## src/rtl/dlmiles_bad_sync_pkg.sv

```systemverilog
// Shared constants for the bad/good synchronizer demonstration block:
// output-select encodings, status-bit positions and the fixed pad direction.
package dlmiles_bad_sync_pkg;

    localparam logic [2:0] SEL_GOOD = 3'd0;
    localparam logic [2:0] SEL_BAD  = 3'd1;
    localparam logic [2:0] SEL_MIS  = 3'd2;
    localparam logic [2:0] SEL_BUS  = 3'd3;
    localparam logic [2:0] SEL_LIVE = 3'd4;

    localparam int UIO_BAD_Q     = 1;
    localparam int UIO_GOOD_Q    = 2;
    localparam int UIO_MISMATCH  = 3;
    localparam int UIO_GOOD_RISE = 4;
    localparam int UIO_BAD_RISE  = 5;

    // uio[0] is the clear input; every other pad is an output.
    localparam logic [7:0] UIO_OE_VAL = 8'hFE;

endpackage

```

## src/rtl/dlmiles_bad_synchronizer_sync_chain.sv

```systemverilog
// Plain shift-register synchronizer: STAGES flops deep, WIDTH bits wide,
// asynchronously cleared. STAGES=1 deliberately gives a single-flop sampler.
module sync_chain #(
    parameter int STAGES = 2,
    parameter int WIDTH  = 1
) (
    input  logic             clk,
    input  logic             rst_n,
    input  logic [WIDTH-1:0] d,
    output logic [WIDTH-1:0] q
);

    logic [WIDTH-1:0] stage_reg [STAGES];

    always_ff @(posedge clk or negedge rst_n) begin
        if (!rst_n) begin
            for (int i = 0; i < STAGES; i++) begin
                stage_reg[i] <= '0;
            end
        end else begin
            stage_reg[0] <= d;
            for (int i = 1; i < STAGES; i++) begin
                stage_reg[i] <= stage_reg[i-1];
            end
        end
    end

    assign q = stage_reg[STAGES-1];

endmodule

```

## src/rtl/dlmiles_bad_synchronizer.sv

```systemverilog
// Tiny Tapeout demo: samples an async pin through a single flop and through a
// proper multi-flop chain, counting edges and disagreements between the two.
module dlmiles_bad_synchronizer #(
    parameter int SYNC_STAGES = 2,
    parameter int CNT_W       = 8
) (
    input  logic       clk,
    input  logic       rst_n,
    input  logic       ena,
    input  logic [7:0] ui_in,
    output logic [7:0] uo_out,
    input  logic [7:0] uio_in,
    output logic [7:0] uio_out,
    output logic [7:0] uio_oe
);
    import dlmiles_bad_sync_pkg::*;

    logic       async_a;
    logic [2:0] sel;
    logic [3:0] async_bus;
    logic       unused_uio;

    assign async_a    = ui_in[0];
    assign sel        = ui_in[3:1];
    assign async_bus  = ui_in[7:4];
    assign unused_uio = &{1'b0, uio_in[7:1]};

    logic       bad_q, good_q, bad_al, clr_s;
    logic       bad_d_reg, good_d_reg;
    logic       bad_rise, good_rise, mismatch;
    logic [3:0] bad_bus, good_bus;

    sync_chain #(.STAGES(1), .WIDTH(1)) u_bad (
        .clk(clk), .rst_n(rst_n), .d(async_a), .q(bad_q)
    );
    sync_chain #(.STAGES(SYNC_STAGES), .WIDTH(1)) u_good (
        .clk(clk), .rst_n(rst_n), .d(async_a), .q(good_q)
    );
    // Delay the single-flop sample so it lines up with the good path in time.
    sync_chain #(.STAGES(SYNC_STAGES-1), .WIDTH(1)) u_align (
        .clk(clk), .rst_n(rst_n), .d(bad_q), .q(bad_al)
    );
    sync_chain #(.STAGES(2), .WIDTH(1)) u_clr (
        .clk(clk), .rst_n(rst_n), .d(uio_in[0]), .q(clr_s)
    );
    sync_chain #(.STAGES(1), .WIDTH(4)) u_bad_bus (
        .clk(clk), .rst_n(rst_n), .d(async_bus), .q(bad_bus)
    );

    // Each bus bit is synchronized independently, so the bus can tear.
    for (genvar gi = 0; gi < 4; gi++) begin : g_good_bus
        sync_chain #(.STAGES(SYNC_STAGES), .WIDTH(1)) u_bit (
            .clk(clk), .rst_n(rst_n), .d(async_bus[gi]), .q(good_bus[gi])
        );
    end

    always_ff @(posedge clk or negedge rst_n) begin
        if (!rst_n) begin
            bad_d_reg  <= 1'b0;
            good_d_reg <= 1'b0;
        end else begin
            bad_d_reg  <= bad_q;
            good_d_reg <= good_q;
        end
    end

    assign bad_rise  = bad_q & ~bad_d_reg;
    assign good_rise = good_q & ~good_d_reg;
    assign mismatch  = bad_al ^ good_q;

    logic [CNT_W-1:0] good_cnt_reg, bad_cnt_reg, mis_cnt_reg;

    // Clear wins over increment and ignores ena.
    always_ff @(posedge clk or negedge rst_n) begin
        if (!rst_n) begin
            good_cnt_reg <= '0;
            bad_cnt_reg  <= '0;
            mis_cnt_reg  <= '0;
        end else if (clr_s) begin
            good_cnt_reg <= '0;
            bad_cnt_reg  <= '0;
            mis_cnt_reg  <= '0;
        end else if (ena) begin
            if (good_rise) good_cnt_reg <= good_cnt_reg + 1'b1;
            if (bad_rise)  bad_cnt_reg  <= bad_cnt_reg + 1'b1;
            if (mismatch)  mis_cnt_reg  <= mis_cnt_reg + 1'b1;
        end
    end

    always_comb begin
        uo_out = 8'h00;
        case (sel)
            SEL_GOOD: uo_out = good_cnt_reg;
            SEL_BAD:  uo_out = bad_cnt_reg;
            SEL_MIS:  uo_out = mis_cnt_reg;
            SEL_BUS:  uo_out = {bad_bus, good_bus};
            SEL_LIVE: uo_out = {4'b0000, mismatch, bad_al, good_q, bad_q};
            default:  uo_out = 8'h00;
        endcase
    end

    always_comb begin
        uio_out                = 8'h00;
        uio_out[UIO_BAD_Q]     = bad_q;
        uio_out[UIO_GOOD_Q]    = good_q;
        uio_out[UIO_MISMATCH]  = mismatch;
        uio_out[UIO_GOOD_RISE] = good_rise;
        uio_out[UIO_BAD_RISE]  = bad_rise;
    end

    assign uio_oe = UIO_OE_VAL;

endmodule

```

## config.mk

```make
export PLATFORM = sky130hd
export DESIGN_NAME = dlmiles_bad_synchronizer
export DESIGN_NICKNAME = d
export VERILOG_FILES = /design/src/rtl/dlmiles_bad_sync_pkg.sv /design/src/rtl/dlmiles_bad_synchronizer_sync_chain.sv /design/src/rtl/dlmiles_bad_synchronizer.sv
export SDC_FILE = /design/constraint.sdc
export NUM_CORES = 1
export LEC_CHECK = 0
export CAP_MARGIN = 15
export CORE_AREA = 2 2 68 64
export DETAILED_ROUTE_END_ITERATION = 6
export DIE_AREA = 0 0 70 66
export PLACE_DENSITY = 0.79
export SLEW_MARGIN = 5
export SYNTH_ARGS = -nofsm -noshare
export SYNTH_HDL_FRONTEND = slang
export SYNTH_SLANG_ARGS = --single-unit
```

## constraint.sdc

```tcl
create_clock -name clk -period 3 [get_ports clk]
set_input_delay 0.3 -clock clk [delete_from_list [all_inputs] [get_ports clk]]
set_output_delay 0.3 -clock clk [all_outputs]
set_load 0.01 [all_outputs]
```

==> run_results.csv, run 1 <==
group,metric,value,unit
floorplan,io_pins,43,
synthesis,synth_edf_count,0,
power,p_seq_frac,0.492,
power,p_clk_frac,0.420,
global_routing,grt-ovfl-total,0,
critical_path,cp_max_fo,11,
timing,hold_viol_final,0,
synthesis,avgSynthCellArea,10.24,um^2
drt,ant_nets,0,
synthesis,yosysTopAreaCell,"dfrtp_1",
synthesis,syn_inst,147,
critical_path,end_kind,"output pin",
synthesis,netlist_area,1505,um^2
synthesis,synth_area_leaders,"dfrtp_1 48%, buf_4 8.0%, mux2i_1 6.0%",
floorplan,die_h,66,um
placement,portBuffers,23,
timing,setup_violations,0,
global_routing,grt_max_degree,30,
power,power_density,469.1,nW/um^2
power,p_sw,0.1972,mW
synthesis,yosys_warnings,0,
drt,drt-initial-drc-count,106,
placement,hpwlAfterDp,2.070,mm
critical_path,crit_chain,"clkdlybuf4s50_1 -> and2_1 -> a2bb2oi_1 -> o21ai_0 -> clkdlybuf4s50_1",
global_routing,grt_antenna_before_repair,0,
power,power,0.8434,mW
power,irDropWorstVdd,0.2471,mV
critical_path,crit_top_cell,"clkdlybuf4s50_1",
critical_path,cp.arrival,2.23,ns
global_routing,grt_pass1_wl,4.974,mm
floorplan,initial_utilization,0.3851,
cts,clk_latency,0.28,ns
drt,drtPass1Iterations,4,
cts,cts_buffers,5,
synthesis,yosysSeqAreaShare,0.4821,
critical_path,cp-start-kind,"input pin",
layout,antennaDiodeCount,0,
layout,nNetsFinal,187,
run,drv_cap,0,
timing,rsz0062_at_grt,"no",
synthesis,synth_most_common_cell,"dfrtp_1",
cts,cts_resized,0,
global_routing,grt_usage,0.1404,
cts,cts_tree,"built",
drt,wire_per_inst,13.42,um
power,p_leak,0.7687,nW
drt,vias,1107,
global_routing,grt_pass1_vias,1073,
synthesis,synth_cell_type_count,30,
power,p_int,0.6461,mW
drt,drc,0,
critical_path,cpPeakStageDelay,0.78,ns
timing,final-max-slew-violation-count,0,
drt,via_per_inst,5.149,
cts,cts.sinks,29,
synthesis,synthArstFlopShare,1.000,
critical_path,required,2.70,ns
placement,place_congestion,0.7999,
synthesis,synth_common_cells,"29 x dfrtp_1, 16 x buf_4, 15 x a21oi_1",
timing,max_freq,394.7,MHz
status,status,"finished clean",
timing,worstMarginPinSlew,0.5218,ns
cts,cts_hold_buffers,0,
cts,clk_pin_slew_worst_paths,0.06,ns
synthesis,synthFlopType,"dfrtp_1",
timing,fin_crit_sh,0.8446,
floorplan,rows,22,
worst_hold_path,hold_path.class,"reg -> reg",
timing,fin_tns_setup,0,ns
critical_path,slowest_stage,"clkdlybuf4s50_1",
critical_path,crit_type,"in -> out",
cts,htree_levels,2,
floorplan,die_w,70,um
layout,drive_gt1_frac,0.1138,
timing,finClkSkew,0.001449,ns
cts,root_buffer,"clkbuf_8",
cts,post-cts-setup-buffers,0,
layout,area_growth,19.45,%
drt,wl,2.886,mm
timing,final.min_clock_period,2.534,ns
timing,relSlewSlack,0.6522,
synthesis,synth_top_area_frac,0.4821,
power,pwr-share-comb,0.089,
synthesis,ys_seq_elements,29,
floorplan,core-area,3909,um^2
floorplan,die_area,4620,um^2
cts,clk_path_buf_depth,2,
power,swShare,0.2339,
==> critical path: cells and delay by family <==
kind | cells | cell delay (ns)
buffers and inverters | 2 | 1.34
and+or+nand+nor | 1 | 0.33
AOI/OAI and AO/OA | 2 | 0.27
==> cells by family after synthesis <==
| family | after synthesis | share of synthesized area |
|---|---|---|
| AOI/OAI and AO/OA | 31 | 0.1189 |
| xor gates and xnor gates | 4 | 0.02327 |
| adders and majority gates | 2 | 0.01662 |
| buffers and inverters | 23 | 0.09809 |
| DFF | 29 | 0.4821 |
| muxes | 10 | 0.06733 |
| other | 2 | 0.004989 |
| and+or+nand+nor | 46 | 0.1887 |
==> path summary, 6_finish.rpt <==
| path | start | end | slack [ns] | cells after the start |
|---|---|---|---|---|
| setup / recovery | ui_in[1] | uo_out[2] | 0.47 | 5 |
| setup reg to reg | u_good.q$_DFF_PN0_ | bad_cnt_reg[5]$_DFFE_PN0P_ | 1.47 | 3 |
| min in group asynchronous | rst_n | u_bad_bus.q[2]$_DFF_PN0_ | 0.40 | 2 |
| hold reg to reg | u_clr.stage_reg[1]$_DFF_PN0_ | u_clr.q$_DFF_PN0_ | 0.35 | 0 |
| hold / removal | u_clr.stage_reg[1]$_DFF_PN0_ | u_clr.q$_DFF_PN0_ | 0.35 | 0 |
| max in group asynchronous | rst_n | bad_cnt_reg[0]$_DFFE_PN0P_ | 2.34 | 2 |
==> power groups by stage <==
stage	combinational, mW	clock [mW]	sequential [mW]
finish	0.0750	0.354	0.415
global placement	0.0750	0	0.422
floorplan	0.0542	0	0.416
detailed placement	0.0759	0	0.422
CTS	0.0762	0.361	0.415
global route	0.0824	0.382	0.417
==> metal layers <==
metal,global-route usage,wire (um)
met5,0,0
met4,0.07933,71
met3,0.03963,178
met2,0.2143,1313
met1,0.1796,1322
==> metrics by stage <==
step / cell area, um^2 / utilization / hold slack, ns / std cells / setup WS [ns]
floorplan: 1543 / - / 0.004409 / 157 / 1.555
global placement: 1697 / 0.4341 / 0.3330 / 207 / 0.4419
detailed placement: 1697 / 0.4341 / 0.3410 / 207 / 0.4451
CTS: 1798 / 0.4600 / 0.3555 / 215 / 0.4439
global route: 1798 / 0.4600 / 0.3665 / 215 / 0.2922
finish: 1798 / 0.4600 / 0.3532 / 215 / 0.4662
==> layout by cell type (no fill, tap or decap), types with 4 or more instances in the layout <==
master and instances:
o21ai_0 8, xor2_1 4, or3_1 4, dfrtp_1 29, nand4_1 4, or2_2 5
mux2i_1 9, nor2_1 7, clkdlybuf4s50_1 23, clkbuf_8 7, conb_1 12, nand2_1 10
a21oi_1 15, o31ai_1 4, or4_1 4
==> layout make-up <==
cell class / instances / area (um^2)
Timing Repair Buffer: 24 / 237.7
Tap cell: 48 / 60.06
Fill cell: 378 / 2111
Clock inverter: 1 / 5.005
Sequential cell: 29 / 725.7
Inverter: 1 / 3.754
Clock buffer: 7 / 96.34
Multi-Input combinational cell: 105 / 669.4
Note: power is estimated with default switching activity, not from simulation.
==> run 2: changes to the inputs <==
==> constraint.sdc (replaced) <==
create_clock -name clk -period 2.4 [get_ports clk]
set_input_delay 0.24 -clock clk [delete_from_list [all_inputs] [get_ports clk]]
set_output_delay 0.24 -clock clk [all_outputs]
set_load 0.01 [all_outputs]
==> run 2 against run 1 <==
  * Combinational power is 32% higher
  * Global-route usage is 0.24 points higher
  * Via count is 0.45% higher
  * Utilization increased by 0.19 points
  * Sequential power increased by 25%
  * Register-to-register slack worse by 0.58 ns
  * Critical path depth did not move
  * Non-clock buffer count up 2
  * Largest cell class unchanged
==> run_results.csv, run 2 (synthesis results as in run 1) <==
group,metric,value,unit
layout,fillers,366,
layout,mostFrequentLayoutCells,"29 x dfrtp_1, 23 x clkdlybuf4s50_1, 15 x a21oi_1, 12 x conb_1, 10 x nand2_1",
global_routing,grt_pass1_wl,5.057,mm
critical_path,reg2reg_slack,0.89,ns
drt,drt-initial-drc-count,55,
drt,via_per_inst,5.124,
critical_path,required,2.16,ns
cts,cts_hold_buffers,0,
critical_path,cp_max_fo,11,
timing,rsz0062_at_grt,"no",
global_routing,grt_max_degree,30,
floorplan,die_h,66,um
timing,relSlewSlack,0.6510,
placement,portBuffers,23,
layout,fin_cells,217,
cts,cts_resized,0,
power,irDropWorstVdd,0.2642,mV
layout,area_growth,19.95,%
power,power_density,551.0,nW/um^2
critical_path,end_kind,"output pin",
cts,clk_latency,0.28,ns
timing,final.min_clock_period,2.288,ns
global_routing,grt_antenna_before_repair,0,
global_routing,busiest_layer,"met2",
drt,drtPass1Iterations,4,
power,p_leak,0.7688,nW
floorplan,die_w,70,um
timing,fin_tns_setup,0,ns
floorplan,initial_utilization,0.3851,
global_routing,grt-ovfl-total,0,
global_routing,grt.met1_usage,0.1829,
cts,clk_pin_slew_worst_paths,0.06,ns
timing,fin_crit_sh,0.9535,
floorplan,io_pins,43,
cts,cts.sinks,29,
layout,antennaDiodeCount,0,
cts,root_buffer,"clkbuf_8",
global_routing,use_met2,0.2202,
placement,dp_cells,209,
global_routing,grt_usage,0.1428,
drt,drc,0,
status,status,"finished clean",
global_routing,grt_pass1_vias,1066,
timing,setup_violations,0,
cts,htree_levels,2,
timing,max_freq,437.0,MHz
drt,vias,1112,
run,drv_cap,0,
cts,post-cts-setup-buffers,0,
timing,finClkSkew,0.005721,ns
layout,nNetsFinal,189,
timing,hold_viol_final,0,
drt,ant_nets,0,
worst_hold_path,hold_path.class,"in -> async",
drt,wl,2.919,mm
drt,wire_per_inst,13.45,um
layout,drive_gt1_frac,0.1124,
timing,final-max-slew-violation-count,0,
layout,final_common_cell,"dfrtp_1",
critical_path,cp.arrival,2.05,ns
cts,cts_tree,"built",
placement,hpwlAfterDp,2.154,mm
floorplan,rows,22,
critical_path,crit_type,"in -> out",
cts,cts_buffers,5,
floorplan,core-area,3909,um^2
cts,clk_path_buf_depth,2,
critical_path,cp-start-kind,"input pin",
global_routing,grtUsageMet3,0.05030,
timing,worstMarginPinSlew,0.5235,ns
placement,place_congestion,0.8132,
floorplan,die_area,4620,um^2
-- run 2: changes by cell type in the layout (fill, tap and decap cells not counted) --
cell	change
and2_1	-1
and2_2	+1
buf_12	+1
buf_4	+1
clkbuf_1	+3
clkbuf_8	-2
clkinv_2	-1
-- run 2: worst paths after layout --
kind                                               to  cells after the start                          from
setup / recovery                            uo_out[1]                      5                      ui_in[2]
hold / removal             bad_cnt_reg[7]$_DFFE_PN0P_                      2                         rst_n
setup reg to reg           bad_cnt_reg[5]$_DFFE_PN0P_                      3            u_good.q$_DFF_PN0_
hold reg to reg                     u_clr.q$_DFF_PN0_                      0  u_clr.stage_reg[1]$_DFF_PN0_
max in group asynchronous  bad_cnt_reg[1]$_DFFE_PN0P_                      2                         rst_n
min in group clk                    u_clr.q$_DFF_PN0_                      0  u_clr.stage_reg[1]$_DFF_PN0_
-- run 2: area by class of cell --
class	count	area, um^2	area share
Timing Repair Buffer	26	265.3	0.1469
Sequential cell	29	725.7	0.4019
Tap cell	48	60.06	0.03326
Multi-Input combinational cell	105	670.6	0.3714
Inverter	1	3.754	0.002079
Clock buffer	8	80.08	0.04435
-- run 2: routing by layer --
layer  vias to the layer above  share of wire
met2                        35           0.48
li1                        530              -
met3                         5          0.069
met5                         -              0
met1                       542           0.43
met4                         0          0.016
-- run 2: power breakdown --
group          switching [mW]  total, mW  internal (mW)
clock                   0.172      0.377          0.205
combinational          0.0483     0.0993         0.0510
sequential             0.0155      0.518          0.503
-- run 2: worst max-delay path, cell delays in order --
cell and delay [ns]:
clkdlybuf4s50_1 0.65, mux2_2 0.37, a22oi_1 0.17, o21ai_0 0.12
clkdlybuf4s50_1 0.49
-- run 2: per-stage QoR --
stage          utilization  setup WS (ns)  area [um^2]  power [mW]  hold WS, ns
6_report            0.4619         0.1116         1805      0.9948       0.3467
2_1_floorplan            -          1.030         1543      0.5874     -0.05559
3_5_place_dp        0.4411         0.1176         1724      0.6273       0.3426
3_3_place_gp        0.4411         0.1165         1724      0.6259       0.3324
4_1_cts             0.4616         0.1094         1804       1.007       0.3556
5_1_grt             0.4619        0.04896         1805       1.041       0.3617
==> run 3: changes to the inputs <==
--- a/config.mk
+++ b/config.mk
@@ -14,3 +14,4 @@
 export SYNTH_ARGS = -nofsm -noshare
 export SYNTH_HDL_FRONTEND = slang
 export SYNTH_SLANG_ARGS = --single-unit
+export TNS_END_PERCENT = 50
==> results of run 3 <==
Final layout, timing and power as in run 2 (identical DEF).
